--- config.mk ---
export PLATFORM = sky130hd
export DESIGN_NAME = axi4_burst_master_flat
export DESIGN_NICKNAME = d
export VERILOG_FILES = /design/src/rtl/axi4_burst_master_if.sv /design/src/rtl/axi4_burst_master.sv /design/src/flat_wrapper.sv
export SDC_FILE = /design/constraint.sdc
export NUM_CORES = 1
export LEC_CHECK = 0
export CORE_AREA = 3 3 176 178
export DETAILED_ROUTE_END_ITERATION = 10
export DIE_AREA = 0 0 179 181
export SLEW_MARGIN = 20
export SYNTH_ARGS = -nofsm -noshare
export SYNTH_HDL_FRONTEND = slang
export SYNTH_SLANG_ARGS = --single-unit
--- constraint.sdc ---
create_clock -name clk -period 1.75 [get_ports clk]
set_input_delay 0.4375 -clock clk [delete_from_list [all_inputs] [get_ports clk]]
set_output_delay 0.4375 -clock clk [all_outputs]
set_load 0.005 [all_outputs]
--- src/rtl/axi4_burst_master_if.sv ---
// AXI4 bus bundle (AW/W/B/AR/R) between the burst initiator and the SoC slave port.
interface axi4_burst_master_if #(
    parameter int ADDR_W = 32,
    parameter int DATA_W = 64
);
    logic                  awvalid;
    logic                  awready;
    logic [3:0]            awid;
    logic [ADDR_W-1:0]     awaddr;
    logic [7:0]            awlen;
    logic [2:0]            awsize;
    logic [1:0]            awburst;

    logic                  wvalid;
    logic                  wready;
    logic [DATA_W-1:0]     wdata;
    logic [DATA_W/8-1:0]   wstrb;
    logic                  wlast;

    logic                  bvalid;
    logic                  bready;
    logic [3:0]            bid;
    logic [1:0]            bresp;

    logic                  arvalid;
    logic                  arready;
    logic [3:0]            arid;
    logic [ADDR_W-1:0]     araddr;
    logic [7:0]            arlen;
    logic [2:0]            arsize;
    logic [1:0]            arburst;

    logic                  rvalid;
    logic                  rready;
    logic [3:0]            rid;
    logic [1:0]            rresp;
    logic [DATA_W-1:0]     rdata;
    logic                  rlast;

    modport master (
        output awvalid, awid, awaddr, awlen, awsize, awburst,
        input  awready,
        output wvalid, wdata, wstrb, wlast,
        input  wready,
        input  bvalid, bid, bresp,
        output bready,
        output arvalid, arid, araddr, arlen, arsize, arburst,
        input  arready,
        input  rvalid, rid, rresp, rdata, rlast,
        output rready
    );

    modport slave (
        input  awvalid, awid, awaddr, awlen, awsize, awburst,
        output awready,
        input  wvalid, wdata, wstrb, wlast,
        output wready,
        output bvalid, bid, bresp,
        input  bready,
        input  arvalid, arid, araddr, arlen, arsize, arburst,
        output arready,
        output rvalid, rid, rresp, rdata, rlast,
        input  rready
    );
endinterface

--- src/rtl/axi4_burst_master.sv ---
// Cache-line AXI4 initiator: one request becomes one INCR burst, one transaction in flight.
// Address phase completes before any write beat; data beats pass through with per-beat handshakes.
module axi4_burst_master #(
    parameter logic [3:0] AXI_ID = 4'd0,
    parameter int         ADDR_W = 32,
    parameter int         DATA_W = 64
) (
    input  logic                  clk,
    input  logic                  rst,
    input  logic                  req_valid,
    output logic                  req_ready,
    input  logic                  req_write,
    input  logic [ADDR_W-1:0]     req_addr,
    input  logic [7:0]            req_len,
    input  logic [2:0]            req_size,
    input  logic                  wr_valid,
    output logic                  wr_ready,
    input  logic [DATA_W-1:0]     wr_data,
    input  logic [DATA_W/8-1:0]   wr_strb,
    output logic                  rd_valid,
    input  logic                  rd_ready,
    output logic [DATA_W-1:0]     rd_data,
    output logic                  rd_last,
    output logic                  done_valid,
    output logic                  done_err,
    axi4_burst_master_if.master   io_master
);

    typedef enum logic [2:0] {
        ST_IDLE = 3'd0,
        ST_AR   = 3'd1,
        ST_R    = 3'd2,
        ST_AW   = 3'd3,
        ST_W    = 3'd4,
        ST_B    = 3'd5
    } state_t;

    state_t              state_r;
    logic [ADDR_W-1:0]   addr_r;
    logic [7:0]          len_r;
    logic [2:0]          size_r;
    logic [7:0]          cnt_r;
    logic                err_r;
    logic                req_ready_r;
    logic                arvalid_r;
    logic                awvalid_r;
    logic                bready_r;
    logic                done_valid_r;
    logic                done_err_r;

    logic                last_beat_s;
    logic                rready_s;
    logic                rd_valid_s;
    logic                rd_last_s;
    logic                wvalid_s;
    logic                wr_ready_s;
    logic                wlast_s;
    logic                r_hs_s;
    logic                w_hs_s;
    logic                r_err_s;
    logic                b_err_s;

    assign last_beat_s = (cnt_r == len_r);
    assign r_hs_s      = io_master.rvalid & rready_s;
    assign w_hs_s      = wvalid_s & io_master.wready;
    // An RLAST in the wrong place is flagged as an error, not used to end the burst early.
    assign r_err_s     = io_master.rresp[1] | (io_master.rid != AXI_ID) | (io_master.rlast != last_beat_s);
    assign b_err_s     = io_master.bresp[1] | (io_master.bid != AXI_ID);

    // Data-beat pass-through, only open in the matching data state.
    always_comb begin
        rready_s   = 1'b0;
        rd_valid_s = 1'b0;
        rd_last_s  = 1'b0;
        wvalid_s   = 1'b0;
        wr_ready_s = 1'b0;
        wlast_s    = 1'b0;
        case (state_r)
            ST_R: begin
                rready_s   = rd_ready;
                rd_valid_s = io_master.rvalid;
                rd_last_s  = io_master.rlast;
            end
            ST_W: begin
                wvalid_s   = wr_valid;
                wr_ready_s = io_master.wready;
                wlast_s    = last_beat_s;
            end
            default: begin
                rready_s   = 1'b0;
                wvalid_s   = 1'b0;
            end
        endcase
    end

    // Transaction FSM with registered valids/readys and completion status.
    always_ff @(posedge clk) begin
        if (rst) begin
            state_r      <= ST_IDLE;
            addr_r       <= {ADDR_W{1'b0}};
            len_r        <= 8'd0;
            size_r       <= 3'd0;
            cnt_r        <= 8'd0;
            err_r        <= 1'b0;
            req_ready_r  <= 1'b1;
            arvalid_r    <= 1'b0;
            awvalid_r    <= 1'b0;
            bready_r     <= 1'b0;
            done_valid_r <= 1'b0;
            done_err_r   <= 1'b0;
        end else begin
            done_valid_r <= 1'b0;
            done_err_r   <= 1'b0;
            case (state_r)
                ST_IDLE: begin
                    if (req_valid && req_ready_r) begin
                        addr_r      <= req_addr;
                        len_r       <= req_len;
                        size_r      <= req_size;
                        cnt_r       <= 8'd0;
                        err_r       <= 1'b0;
                        req_ready_r <= 1'b0;
                        if (req_write) begin
                            state_r   <= ST_AW;
                            awvalid_r <= 1'b1;
                        end else begin
                            state_r   <= ST_AR;
                            arvalid_r <= 1'b1;
                        end
                    end else begin
                        req_ready_r <= 1'b1;
                    end
                end
                ST_AR: begin
                    if (io_master.arready) begin
                        arvalid_r <= 1'b0;
                        state_r   <= ST_R;
                    end
                end
                ST_R: begin
                    if (r_hs_s) begin
                        cnt_r <= cnt_r + 8'd1;
                        err_r <= err_r | r_err_s;
                        if (last_beat_s) begin
                            state_r      <= ST_IDLE;
                            req_ready_r  <= 1'b1;
                            done_valid_r <= 1'b1;
                            done_err_r   <= err_r | r_err_s;
                        end
                    end
                end
                ST_AW: begin
                    if (io_master.awready) begin
                        awvalid_r <= 1'b0;
                        state_r   <= ST_W;
                    end
                end
                ST_W: begin
                    if (w_hs_s) begin
                        cnt_r <= cnt_r + 8'd1;
                        if (last_beat_s) begin
                            state_r  <= ST_B;
                            bready_r <= 1'b1;
                        end
                    end
                end
                ST_B: begin
                    if (io_master.bvalid) begin
                        bready_r     <= 1'b0;
                        err_r        <= err_r | b_err_s;
                        state_r      <= ST_IDLE;
                        req_ready_r  <= 1'b1;
                        done_valid_r <= 1'b1;
                        done_err_r   <= err_r | b_err_s;
                    end
                end
                default: begin
                    state_r     <= ST_IDLE;
                    req_ready_r <= 1'b1;
                    arvalid_r   <= 1'b0;
                    awvalid_r   <= 1'b0;
                    bready_r    <= 1'b0;
                end
            endcase
        end
    end

    assign req_ready         = req_ready_r;
    assign done_valid        = done_valid_r;
    assign done_err          = done_err_r;
    assign rd_valid          = rd_valid_s;
    assign rd_last           = rd_last_s;
    assign rd_data           = io_master.rdata;
    assign wr_ready          = wr_ready_s;

    assign io_master.arvalid = arvalid_r;
    assign io_master.arid    = AXI_ID;
    assign io_master.araddr  = addr_r;
    assign io_master.arlen   = len_r;
    assign io_master.arsize  = size_r;
    assign io_master.arburst = 2'b01;
    assign io_master.rready  = rready_s;

    assign io_master.awvalid = awvalid_r;
    assign io_master.awid    = AXI_ID;
    assign io_master.awaddr  = addr_r;
    assign io_master.awlen   = len_r;
    assign io_master.awsize  = size_r;
    assign io_master.awburst = 2'b01;
    assign io_master.wvalid  = wvalid_s;
    assign io_master.wdata   = wr_data;
    assign io_master.wstrb   = wr_strb;
    assign io_master.wlast   = wlast_s;
    assign io_master.bready  = bready_r;

endmodule

--- src/flat_wrapper.sv ---
// flat-port wrapper written by rule: the top's interface ports become plain ports
module axi4_burst_master_flat 
#(
    parameter logic [3:0] AXI_ID = 4'd0,
    parameter int         ADDR_W = 32,
    parameter int         DATA_W = 64
)
  (clk, rst, req_valid, req_ready, req_write, req_addr, req_len, req_size, wr_valid, wr_ready, wr_data, wr_strb, rd_valid, rd_ready, rd_data, rd_last, done_valid, done_err, io_master_awvalid, io_master_awid, io_master_awaddr, io_master_awlen, io_master_awsize, io_master_awburst, io_master_awready, io_master_wvalid, io_master_wdata, io_master_wstrb, io_master_wlast, io_master_wready, io_master_bvalid, io_master_bid, io_master_bresp, io_master_bready, io_master_arvalid, io_master_arid, io_master_araddr, io_master_arlen, io_master_arsize, io_master_arburst, io_master_arready, io_master_rvalid, io_master_rid, io_master_rresp, io_master_rdata, io_master_rlast, io_master_rready);
  axi4_burst_master_if #(.ADDR_W(ADDR_W), .DATA_W(DATA_W)) io_master_i ();
  input  logic clk;
  input  logic rst;
  input  logic req_valid;
  output logic req_ready;
  input  logic req_write;
  input  logic [ADDR_W-1:0] req_addr;
  input  logic [7:0] req_len;
  input  logic [2:0] req_size;
  input  logic wr_valid;
  output logic wr_ready;
  input  logic [DATA_W-1:0] wr_data;
  input  logic [DATA_W/8-1:0] wr_strb;
  output logic rd_valid;
  input  logic rd_ready;
  output logic [DATA_W-1:0] rd_data;
  output logic rd_last;
  output logic done_valid;
  output logic done_err;
  output wire logic [$bits(io_master_i.awvalid)-1:0] io_master_awvalid;
  output wire logic [$bits(io_master_i.awid)-1:0] io_master_awid;
  output wire logic [$bits(io_master_i.awaddr)-1:0] io_master_awaddr;
  output wire logic [$bits(io_master_i.awlen)-1:0] io_master_awlen;
  output wire logic [$bits(io_master_i.awsize)-1:0] io_master_awsize;
  output wire logic [$bits(io_master_i.awburst)-1:0] io_master_awburst;
  input wire logic [$bits(io_master_i.awready)-1:0] io_master_awready;
  output wire logic [$bits(io_master_i.wvalid)-1:0] io_master_wvalid;
  output wire logic [$bits(io_master_i.wdata)-1:0] io_master_wdata;
  output wire logic [$bits(io_master_i.wstrb)-1:0] io_master_wstrb;
  output wire logic [$bits(io_master_i.wlast)-1:0] io_master_wlast;
  input wire logic [$bits(io_master_i.wready)-1:0] io_master_wready;
  input wire logic [$bits(io_master_i.bvalid)-1:0] io_master_bvalid;
  input wire logic [$bits(io_master_i.bid)-1:0] io_master_bid;
  input wire logic [$bits(io_master_i.bresp)-1:0] io_master_bresp;
  output wire logic [$bits(io_master_i.bready)-1:0] io_master_bready;
  output wire logic [$bits(io_master_i.arvalid)-1:0] io_master_arvalid;
  output wire logic [$bits(io_master_i.arid)-1:0] io_master_arid;
  output wire logic [$bits(io_master_i.araddr)-1:0] io_master_araddr;
  output wire logic [$bits(io_master_i.arlen)-1:0] io_master_arlen;
  output wire logic [$bits(io_master_i.arsize)-1:0] io_master_arsize;
  output wire logic [$bits(io_master_i.arburst)-1:0] io_master_arburst;
  input wire logic [$bits(io_master_i.arready)-1:0] io_master_arready;
  input wire logic [$bits(io_master_i.rvalid)-1:0] io_master_rvalid;
  input wire logic [$bits(io_master_i.rid)-1:0] io_master_rid;
  input wire logic [$bits(io_master_i.rresp)-1:0] io_master_rresp;
  input wire logic [$bits(io_master_i.rdata)-1:0] io_master_rdata;
  input wire logic [$bits(io_master_i.rlast)-1:0] io_master_rlast;
  output wire logic [$bits(io_master_i.rready)-1:0] io_master_rready;
  assign io_master_awvalid = io_master_i.awvalid;
  assign io_master_awid = io_master_i.awid;
  assign io_master_awaddr = io_master_i.awaddr;
  assign io_master_awlen = io_master_i.awlen;
  assign io_master_awsize = io_master_i.awsize;
  assign io_master_awburst = io_master_i.awburst;
  assign io_master_i.awready = io_master_awready;
  assign io_master_wvalid = io_master_i.wvalid;
  assign io_master_wdata = io_master_i.wdata;
  assign io_master_wstrb = io_master_i.wstrb;
  assign io_master_wlast = io_master_i.wlast;
  assign io_master_i.wready = io_master_wready;
  assign io_master_i.bvalid = io_master_bvalid;
  assign io_master_i.bid = io_master_bid;
  assign io_master_i.bresp = io_master_bresp;
  assign io_master_bready = io_master_i.bready;
  assign io_master_arvalid = io_master_i.arvalid;
  assign io_master_arid = io_master_i.arid;
  assign io_master_araddr = io_master_i.araddr;
  assign io_master_arlen = io_master_i.arlen;
  assign io_master_arsize = io_master_i.arsize;
  assign io_master_arburst = io_master_i.arburst;
  assign io_master_i.arready = io_master_arready;
  assign io_master_i.rvalid = io_master_rvalid;
  assign io_master_i.rid = io_master_rid;
  assign io_master_i.rresp = io_master_rresp;
  assign io_master_i.rdata = io_master_rdata;
  assign io_master_i.rlast = io_master_rlast;
  assign io_master_rready = io_master_i.rready;
  axi4_burst_master #(.AXI_ID(AXI_ID), .ADDR_W(ADDR_W), .DATA_W(DATA_W)) u_core (.clk(clk), .rst(rst), .req_valid(req_valid), .req_ready(req_ready), .req_write(req_write), .req_addr(req_addr), .req_len(req_len), .req_size(req_size), .wr_valid(wr_valid), .wr_ready(wr_ready), .wr_data(wr_data), .wr_strb(wr_strb), .rd_valid(rd_valid), .rd_ready(rd_ready), .rd_data(rd_data), .rd_last(rd_last), .done_valid(done_valid), .done_err(done_err), .io_master(io_master_i));
endmodule
# [Yosys cells after proc, flatten, opt, wreduce, memory -nomap -nowiden]
# Cells that the tools add are included.
[totals] reg_bits=61 in_bits=203 out_inout_bits=246
[classes] add_sub_neg=1 n_eq_ne=17 n_reduce_logical=18 n_mux=48 bitwise=11
[op_table] operator="$mux 1" count=27
[op_table] operator="$mux 3" count=8
[op_table] operator="$mux 8" count=3
[op_table] operator="$pmux 8 s3" count=1
[op_table] operator="$reduce_and 4->1" count=6
[op_table] operator="$pmux 3 s6" count=1
[op_table] operator="$pmux 1 s3" count=4
[op_table] operator="$reduce_or 4->1" count=3
[op_table] operator="$ne 2x1->1 const B" count=5
[op_table] operator="$ne 2x2->1 const B" count=5
[op_table] operator="$add 8x1->8 const B" count=1
[op_table] operator="$eq 8x8->1" count=1
[op_table] operator="$reduce_and 8->1" count=1
[op_table] operator="$reduce_bool 4->1" count=2
[op_table] operator="$eq 3x2->1 const B" count=2
[op_table] operator="$eq 3x3->1 const B" count=2
[op_table] operator="$reduce_bool 3->1" count=2
[op_table] operator="$or 1x1->1" count=5
[op_table] operator="$not 1->1" count=4
[op_table] operator="$pmux 1 s2" count=2
[op_table] operator="$pmux 1 s4" count=1
[op_table] operator="$eq 3x1->1 const B" count=1
[op_table] operator="$logic_not 3->1" count=1
[op_table] operator="$reduce_or 3->1" count=1
[op_table] operator="other kinds (5)" count=6

# [Logic depth before layout (Yosys ltp)]
# Gate-level depths: netlist of run 1.
[depth] depth_word=7 ltp_mapped=7 depth_no_buf=5

# [Least setup slack after synthesis of run 1]
# No wires, ideal clock.
[synth_path] path_kind="reg2out" from="reg u_core.cnt_r[2]" to="out io_master_wlast" t_arrival_ns=1.157 path_slack_ns=0.156 stages_incl_launch_ff=6 cell_sequence="dfxtp_1 -> buf_2 -> xnor2_1 -> nand4_1 -> nor2_1 -> and3_1"
[synth_via] elab_chain_len=2
[synth_rtl] item="start: declaration" line_no="axi4_burst_master.sv:42" source="logic [7:0] cnt_r;"
[synth_rtl] item="start signal: assignment" line_no="axi4_burst_master.sv:142" source="cnt_r <= cnt_r + 8'd1;"
[synth_rtl] item="start signal: assignment" line_no="axi4_burst_master.sv:160" source="cnt_r <= cnt_r + 8'd1;"
[synth_rtl] item="$eq 8x8->1" line_no="axi4_burst_master.sv:63" source="assign last_beat_s = (cnt_r == len_r);"
[synth_rtl] item="$mux 1" line_no="axi4_burst_master.sv:78" source="case (state_r)"
[synth_rtl] item="end: declaration" line_no="flat_wrapper.sv:38" source="output wire logic [$bits(io_master_i.wlast)-1:0] io_master_wlast;"
# Every way passes these cells.

# [Worst setup path after layout of run 1]
[layout_path] from="reg u_core.len_r[5], in the netlist u_core.io_master.arlen[5]" to="out io_master_wlast"
[layout_via] elab_chain_len=2
[layout_rtl] item="start: declaration" line_no="axi4_burst_master.sv:40" source="logic [7:0] len_r;"
[layout_rtl] item="start signal: assignment" line_no="axi4_burst_master.sv:118" source="len_r <= req_len;"
[layout_rtl] item="$eq 8x8->1" line_no="axi4_burst_master.sv:63"
[layout_rtl] item="$mux 1" line_no="axi4_burst_master.sv:78"
# Every way passes these cells.

==> flow_summary.toml, run 1 <==
[status]
status = "finished, violations left"
failed_checks = "negative setup slack"

[timing]
tightest_slew_ps = 519
slew_viol_final = 0
fmaxAchievable_mhz = 536
fin_ws_ps = -116
setup_violations = 5
fin_skew_ps = 10.5
hold_viol_final = 0
maxSlewHeadroom = 0.651
rsz0062_at_grt = "yes"
tns_ps = -212
min_period_ps = 1870
post-route-period-util = 1.07

[pwr]
peakVddDrop_mv = 0.429
leakage_nw = 2.15
totalPowerFinal_mw = 6.83
powerDensity_nw_per_um2 = 1210

[synth]
synthXorXnorAreaFrac = 0.0336
synth_cells = 536
synth_seq_cells = 61
synth_top_family_by_area = "buffers and inverters"
synth_edf_count = 0
yosysWarningCount = 0
syn_area_um2 = 4180
synth_flop_cell = "dfxtp_1"
ys_seq_area_frac = 0.292
synth_compound_area_frac = 0.123
ys_types = 42
synthAdderAreaFrac = 0.00300
syn_avg_cell_area_um2 = 7.79
synthArstFlopShare = 0
muxShareOfSynthArea = 0.00479
synthSimpleGateAreaFrac = 0.170

[hold_path]
holdPathEnd = "u_core.io_master.araddr[0]"
min-delay-start = "u_core.io_master.araddr[0]"
worst_hold_path_type = "reg -> reg"
whs_path_depth = 2

[global_route]
gr-usage-all-layers = 0.0908
grt_pass1_wl_um = 21300
antenna_found_initial = 1
first_global_vias = 3319
grt_overflow = 0
grt_max_degree = 41

[finish]
area_growth_pct = 35.4
final_common_cell = "clkdlybuf4s50_1"
drive_gt1_frac = 0.201
mostFrequentLayoutCells = "clkdlybuf4s50_1 (133), nand2_1 (99), a21oi_1 (53)"
fin_nets = 756
insertedDiodeCount = 0

[clock_network]
clk_path_buf_depth = 2
insertion_delay_ps = 340
cts_hold_buf = 0
clk_pin_slew_ps = 60
cts_tree = "built"
clockRootBuffer = "clkbuf_16"
cts_sinks = 61
htree_levels = 3
cts_buffers = 9

[setup_path]
crit_family = "simple AND/OR/NAND/NOR gates"
reg2reg_to = "u_core.cnt_r[6]"
cp.required_ps = 1310
critPathLaunch = "u_core.io_master.arlen[5]"
path_class = "reg -> out"
slowest_stage = "dfxtp_4"
r2r_cells = 6
cp.arrival_ps = 1430
cp-start-kind = "register"
slowest_delay_ps = 350
reg2reg_from = "u_core.state_r[2]"
end_kind = "output port"
path_max_fanout = 2
crit_buf_inv = 2
crit_chain = "xnor2_2, nand4_1, nor2_1, buf_4, and3_1, buf_2"
rrSetupSlack_ps = 50

[routing]
vias = 3368
dr.pass1.iters = 6
via_per_inst = 3.56
post-route-drc-count = 0
route.final.wire_length_um = 15300
postRouteAntennaNets = 0
drtIter0Drc = 112
avgRoutedWirePerCell_um = 16.1

[die]
ios = 449
die_area_um2 = 32400
die_h_um = 181
core_um2 = 29600
initial_core_util = 0.141
fp.dieW_um = 179
placementRows = 63

[placement]
portBuffers = 162
gp_congestion = 0.718
dpl.hpwl_um = 12200

[job]
drv_cap = 0
-- layout make-up --
| type | instances | area, um^2 |
|---|---|---|
| clock buffers | 9 | 225 |
| clock inverters | 7 | 73.8 |
| fillers | 3308 | 23900 |
| inverters | 2 | 7.51 |
| multi-input cells | 270 | 1590 |
| flip-flops and latches | 61 | 1260 |
| well taps | 390 | 488 |
| repair buffers | 208 | 2010 |
-- power breakdown --
part / internal [mW] / switching (mW)
sequential: 1.67 / 0.230
clock: 1.11 / 0.730
combinational: 1.66 / 1.43
total: 4.44 / 2.39
-- routing by layer --
layer,vias to the layer above,part of all wire,global-route usage
li1,1570,-,-
met1,1501,0.33,0.0842
met2,212,0.50,0.159
met3,83,0.12,0.0464
met4,2,0.048,0.0521
met5,-,0.00085,0
-- kinds of logic (layout without fill, tap and decap cells) --
group | count (synthesis) | after routing
buf+inv | 215 | 226
other cells | 2 | 12
flops | 61 | 61
compound gates | 80 | 80
xor+xnor | 16 | 16
fa+ha+maj | 1 | 1
simple gates | 159 | 159
mux | 2 | 2
-- synthesized netlist by cell type, types with 3 or more instances --
cell type	number	area [um^2]
buf_4	195	1460
nand2_1	99	372
dfxtp_1	61	1220
a21oi_1	53	265
nor2_1	21	78.8
xnor2_1	16	140
clkbuf_1	12	45.0
nand3_1	10	50.1
and3_1	5	31.3
nand2b_1	5	31.3
o21ai_0	5	25.0
a211oi_1	4	30.0
buf_2	4	20.0
nand4_1	4	25.0
a2111oi_2	3	45.0
and2_1	3	18.8
-- flip-flops by register name (all words and copies together), names as in the netlist, 3 cells and up --
name,flops
u_core.io_master.araddr,32
u_core.cnt_r,8
u_core.io_master.arlen,8
u_core.io_master.arsize,3
u_core.state_r,3
-- repair_timing --
action / CTS / global route
gates resized for setup: 65 / 32
hold endpoints to repair: 0 / 0
buffers inserted: 4 / 1
setup endpoints to repair: 32 / 73
pin swaps: 9 / 8
-- how the worst max path moves through the flow --
stage	cells after the start	slack (ps)	endpoint
3_5_place_dp	6	-430	u_core.cnt_r[6]
3_3_place_gp	6	-390	u_core.cnt_r[4]
2_1_floorplan	5	160	io_master_wlast
6_report	6	-120	io_master_wlast
5_1_grt	6	-230	io_master_wlast
4_1_cts	6	-160	io_master_wlast
-- worst reg2reg max path, cell delays in order, from the launching register on --
cell and delay, ps:
dfxtp_1 360, buf_6 180, nand3_1 150, a21o_4 300
a2111oi_4 380, xnor2_1 160, nor2_1 50
-- metrics by stage --
step                      area (um^2)  hold WS [ps]  utilization  worst slack [ps]  instances
after CTS                        5500           458        0.186              -159        946
after floorplan                  4210           466            -               156        546
final                            5650           467        0.191              -116        947
after global routing             5650           481        0.191              -226        947
after detailed placement         5110           464        0.173              -432        926
after global placement           5110           458        0.173              -387        926
Note: power is estimated with default switching activity, not from simulation.
==> run 2, diff against run 1 <==
- CAP_MARGIN: not set -> 20
==> results of run 2 <==
The final DEF is identical to that of run 1; final timing and power are the same.
==> run 3, diff against run 2 <==
- PLACE_DENSITY_LB_ADDON: not set -> 0.15
- SLEW_MARGIN: 20 -> not set
==> run 3 against run 2 <==
  * The run still ends with negative setup slack left
  * Critical path depth stayed put
  * Setup slack lost 120 ps
  * Worst hold slack worse by 4.3 ps
  * Core utilization rose by 0.14 points
  * Die area unchanged
  * Design area rose by 0.75%
  * Maximum frequency decreased by 6.1%
  * Cell count grew 0.84%
  * Clock power fell by 9.8%
  * Critical path type unchanged
==> flow_summary.toml, run 3 (same netlist as run 1, synthesis figures left out) <==
[status]
failed_checks = "negative setup slack"
status = "finished, violations left"

[setup_path]
path_max_fanout = 2
end_kind = "output port"
cp.required_ps = 1310
cp-start-kind = "register"
cp.arrival_ps = 1550
r2r_cells = 7
path_class = "reg -> out"

[clock_network]
cts_tree = "built"
cts_hold_buf = 0
clk_path_buf_depth = 2
cts_buffers = 9
cts_sinks = 61
insertion_delay_ps = 340
clk_pin_slew_ps = 60
clockRootBuffer = "clkbuf_16"
htree_levels = 3

[timing]
slew_viol_final = 0
rsz0062_at_grt = "yes"
fin_ws_ps = -238
min_period_ps = 1990
setup_violations = 2
hold_viol_final = 0
fmaxAchievable_mhz = 503
post-route-period-util = 1.14
whs_ps = 463
fin_skew_ps = 7.67

[pwr]
powerDensity_nw_per_um2 = 1200
peakVddDrop_mv = 0.393
leakage_nw = 2.11

[global_route]
antenna_found_initial = 2
grt-busiest-layer = "met2"
use_met1 = 0.0943
first_global_vias = 3391
grtUsageMet3 = 0.0380
gr-usage-all-layers = 0.0897
gr-usage-met2 = 0.148
grt_pass1_wl_um = 21800
grt_max_degree = 26
grt_overflow = 0

[placement]
gp_congestion = 0.753
portBuffers = 162
pre_cts_ws_ps = -402
placed_cell_area_um2 = 5150
dp.cells = 931
dpl.hpwl_um = 11800

[finish]
final_common_cell = "clkdlybuf4s50_1"
multi_input_area_um2 = 1600
area_growth_pct = 36.4
final_cell_area_um2 = 5700
seq_area_um2 = 1240
fin_nets = 764
insertedDiodeCount = 0
mostFrequentLayoutCells = "clkdlybuf4s50_1 (134), nand2_1 (99), a21oi_1 (52)"
fill_cells = 3294
drive_gt1_frac = 0.207
fin_util = 0.193
fin_cells = 955
largest_register_ff_count = 32

[die]
die_area_um2 = 32400
die_h_um = 181
core_um2 = 29600
initial_core_util = 0.141
placementRows = 63
ios = 449
fp.dieW_um = 179

[routing]
postRouteAntennaNets = 0
via_per_inst = 3.53
post-route-drc-count = 0
avgRoutedWirePerCell_um = 16.0
dr.pass1.iters = 4
drtIter0Drc = 91
vias = 3371
route.final.wire_length_um = 15200

[hold_path]
worst_hold_path_type = "in -> reg"
whs_path_depth = 2

[job]
drv_cap = 0
==> run 3: changes by cell type in the layout (fill, tap and decap cells not counted), sizes merged <==
cell	change
buf	+6
dlygate4sd2	+4
dlymetal6s2s	-4
clkbuf	+2
clkinvlp	+2
inv	-2
bufinv	-1
clkdlybuf4s15	-1
clkdlybuf4s50	+1
clkinv	+1
==> run 3: final timing paths <==
path,to,slack (ps),from
min reg2reg,u_core.io_master.araddr[2],470,u_core.io_master.araddr[2]
max reg2reg,u_core.cnt_r[6],20,u_core.state_r[2]
max,io_master_wlast,-240,u_core.io_master.arlen[5]
min,u_core.done_valid,460,rst
==> run 3: timing repair <==
item	CTS	global route
hold endpoints to repair	0	0
gates resized for setup	60	38
cloned	0	1
buffers inserted	4	3
endpoints found under the setup margin	25	65
pin swaps	10	15
==> run 3: final cells by class <==
cell class	count	share of cell area
Timing Repair Buffer	216	0.368
Multi-Input combinational cell	270	0.280
Sequential cell	61	0.218
Tap cell	390	0.0857
Clock buffer	9	0.0395
Clock inverter	7	0.00747
Inverter	2	0.00132
==> run 3: metrics by stage <==
step	total power, mW	TNS, ps
after floorplan	3.62	0
after global placement	4.89	-11540
after detailed placement	4.90	-11930
after CTS	6.70	-358
after global routing	7.36	-552
final	6.81	-272
==> run 3: power by group <==
| part | total, mW | internal [mW] | switching [mW] | leakage (nW) |
|---|---|---|---|---|
| registers | 1.90 | 1.67 | 0.237 | 0.504 |
| logic | 3.25 | 1.76 | 1.48 | 1.48 |
| clock network | 1.66 | 0.947 | 0.714 | 0.127 |
| total | 6.81 | 4.38 | 2.44 | 2.11 |
==> run 3: per-layer routing <==
metal	vias to the layer above	wire, um
met2	173	7370
met5	-	13
met3	76	1550
met1	1526	5580
met4	2	736
li1	1594	-
==> run 3: worst max-delay path: stages, from the launching register on <==
cell and delay (ps):
dfxtp_2 340, xnor2_2 160, nand4_1 140, nor2_2 160, buf_6 120, and3_4 190, buf_6 90
==> patch: new RTL, config.mk and constraints of run 3 <==
`ADDR_W` is set to 32 in 3 places; all go to 48.
--- a/src/rtl/axi4_burst_master_if.sv
+++ b/src/rtl/axi4_burst_master_if.sv
@@ -1,5 +1,5 @@
 // AXI4 bus bundle (AW/W/B/AR/R) between the burst initiator and the SoC slave port.
 interface axi4_burst_master_if #(
-    parameter int ADDR_W = 32,
+    parameter int ADDR_W = 48,
     parameter int DATA_W = 64
 );
--- a/src/rtl/axi4_burst_master.sv
+++ b/src/rtl/axi4_burst_master.sv
@@ -3,5 +3,5 @@
 module axi4_burst_master #(
     parameter logic [3:0] AXI_ID = 4'd0,
-    parameter int         ADDR_W = 32,
+    parameter int         ADDR_W = 48,
     parameter int         DATA_W = 64
 ) (
--- a/src/flat_wrapper.sv
+++ b/src/flat_wrapper.sv
@@ -3,5 +3,5 @@
 #(
     parameter logic [3:0] AXI_ID = 4'd0,
-    parameter int         ADDR_W = 32,
+    parameter int         ADDR_W = 48,
     parameter int         DATA_W = 64
 )
Interface: changed (resized io_master_araddr, io_master_awaddr and req_addr); port bits go from 449 to 497. The function was not compared with the original's and may differ.
==> patch against run 3 <==
The flow still finishes with violations (setup timing); worst hold slack improved by 7.8 ps; count of clock-buffer cells in the layout increased by 1; first-iteration DRC count increased by 13%; register-to-register slack improved by 80 ps; critical endpoint is now rd_last; cell area increased by 18%; sequential cell count increased by 16; power increased by 17%; area after synthesis increased by 14%; routed wire length increased by 14%; setup slack improved by 210 ps; via count increased by 16%.
==> patch: results (changes against run 3) <==
[status]
outcome=finished, violations left
violations=setup timing

[logic_synthesis]
synth_cell_type_count=42  ; unchanged
ys.flop_type=dfxtp_1
async_flop_share_pct=0  ; unchanged
ys_seq_area_share_pct=32.48  ; +3.2 points
netlist_top_cells_count=buf_4, nand2_1, dfxtp_1
yosys-top-cells-area=buf_4, dfxtp_1, nand2_1

[global_route]
met3_usage_pct=3.615  ; -0.19 points
grt_start_max_net_pins=36  ; +38%
grt_pass1_vias=3906  ; +15%
grt_pass1_wl_mm=25.21  ; +16%
antenna_found_initial=0  ; -2
use_met1_pct=11.88  ; +2.4 points
grt_use_total_pct=10.38  ; +1.4 points
use_met2_pct=17.22  ; +2.5 points

[timing]
setup_slack_ps=-30.50  ; +207.3 ps
fin_skew_ps=13.42  ; +5.747 ps
finalSetupViolCount=1  ; -1
tns_ps=-30.50  ; +241.3 ps

[routing]
drt-initial-drc-count=103  ; +13%
avgRoutedWirePerCell_um=16.34  ; +2.4%
drtPass1Iterations=4  ; unchanged
viasPerCell=3.698  ; +4.8%

[final_layout]
final_net_count=886  ; +16%
fill_cells=3312  ; +0.55%
antenna_cells=0  ; unchanged
drive_above_1_share_pct=18.06  ; -2.6 points
largest_reg_flops=48  ; +50%

[placement]
dp_hpwl_mm=13.34  ; +13%
dpl_cell_area_mm2=0.006173  ; +20%
dp_worst_setup_slack_ps=-445.5  ; -43.97 ps
gp_congestion=0.7079  ; -6.0%
io_buffers=210  ; +30%

[worst_setup_path]
arrival_ps=1340  ; -210 ps
slowest_stage=dfxtp_2
cp_slowest_stage_delay_ps=360  ; +20 ps
crit_path_max_fanout=3  ; +1

[clocking]
clkLatencyLatePin_ps=340  ; about the same
cts_root_buffer=clkbuf_16
clk_pin_slew_ps=70
cts_buffers=9  ; unchanged
htreeDepth=3  ; unchanged
cts_buffer_depth=2  ; unchanged

[power]
leakagePower_nw=2.579  ; +22%
p_switching_mw=2.607  ; +7.1%
p_per_area_mw_per_mm2=1185  ; -0.94%
p_sw_share_pct=32.75  ; -3.0 points
ir_drop_uv=368.3  ; -6.3%

[hold_path]
hold_path_class=reg -> reg

-- patch: layout make-up --
cell class / count / area [µm²] / share of cell area, %
Multi-Input combinational cell: 305 / 1703 / 25.35
Tap cell: 390 / 488.0 / 7.264
Inverter: 3 / 11.26 / 0.1676
Sequential cell: 77 / 1570 / 23.37
Timing Repair Buffer: 270 / 2631 / 39.17
Clock buffer: 10 / 229.0 / 3.408
Clock inverter: 5 / 85.08 / 1.267
-- patch: cells by family after synthesis --
logic type,after synthesis,synth area share (%)
mux,3,0.6591
other cells,2,0.1582
compound gates,94,11.36
xor+xnor,14,2.584
buf+inv,237,35.41
flops,77,32.48
simple gates,181,17.08
fa+ha+maj,1,0.2636
-- patch: through the flow --
step                      util [%]  instances  power [mW]
after floorplan                  -        619       4.149
after global placement       20.88       1037       5.829
after detailed placement     20.88       1037       5.810
after CTS                    22.15       1054       8.068
after global routing         22.73       1060       8.567
final                        22.73       1060       7.960
-- patch: layer usage --
metal  wire (µm)  up-vias
met5           0        -
met4         515        0
met3        1459       47
met2        8479      205
met1        6871     1794
li1            -     1874
-- patch: power groups by stage --
stage                     registers [mW]  logic, mW  clock network [mW]
after CTS                           2.39       3.45                2.23
after global routing                2.46       3.80                2.30
after floorplan                     2.38       1.77                   0
after detailed placement            2.41       3.40                   0
final                               2.40       3.46                2.11
after global placement              2.40       3.43                   0
-- patch: worst max-delay path: cells and delay by family (launching register included) --
kind | cells | cell delay [ps]
flip-flops | 1 | 360
AND/OR/NAND/NOR | 2 | 300
buffers and inverters | 3 | 330
-- patch: what timing repair did --
| item | in CTS | in global routing |
|---|---|---|
| hold endpoints to repair | 0 | 0 |
| hold buffers | 0 | 0 |
| gates resized for setup | 62 | 34 |
| endpoints found under the setup margin | 88 | 67 |
| setup buffers | 2 | 6 |
| pin swaps | 5 | 11 |
-- patch: worst paths after layout --
kind                                                                from                                        to  slack, ps  cells after the start
worst min-delay path            u_core.io_master.araddr[44]$_SDFFE_PP0P_  u_core.io_master.araddr[44]$_SDFFE_PP0P_        470                      2
worst min register to register  u_core.io_master.araddr[44]$_SDFFE_PP0P_  u_core.io_master.araddr[44]$_SDFFE_PP0P_        470                      2
worst max register to register            u_core.state_r[2]$_SDFFE_PP0P_              u_core.cnt_r[5]$_SDFFE_PP0P_        100                      6
worst max-delay path                      u_core.state_r[0]$_SDFFE_PP0P_                                   rd_last        -30                      5
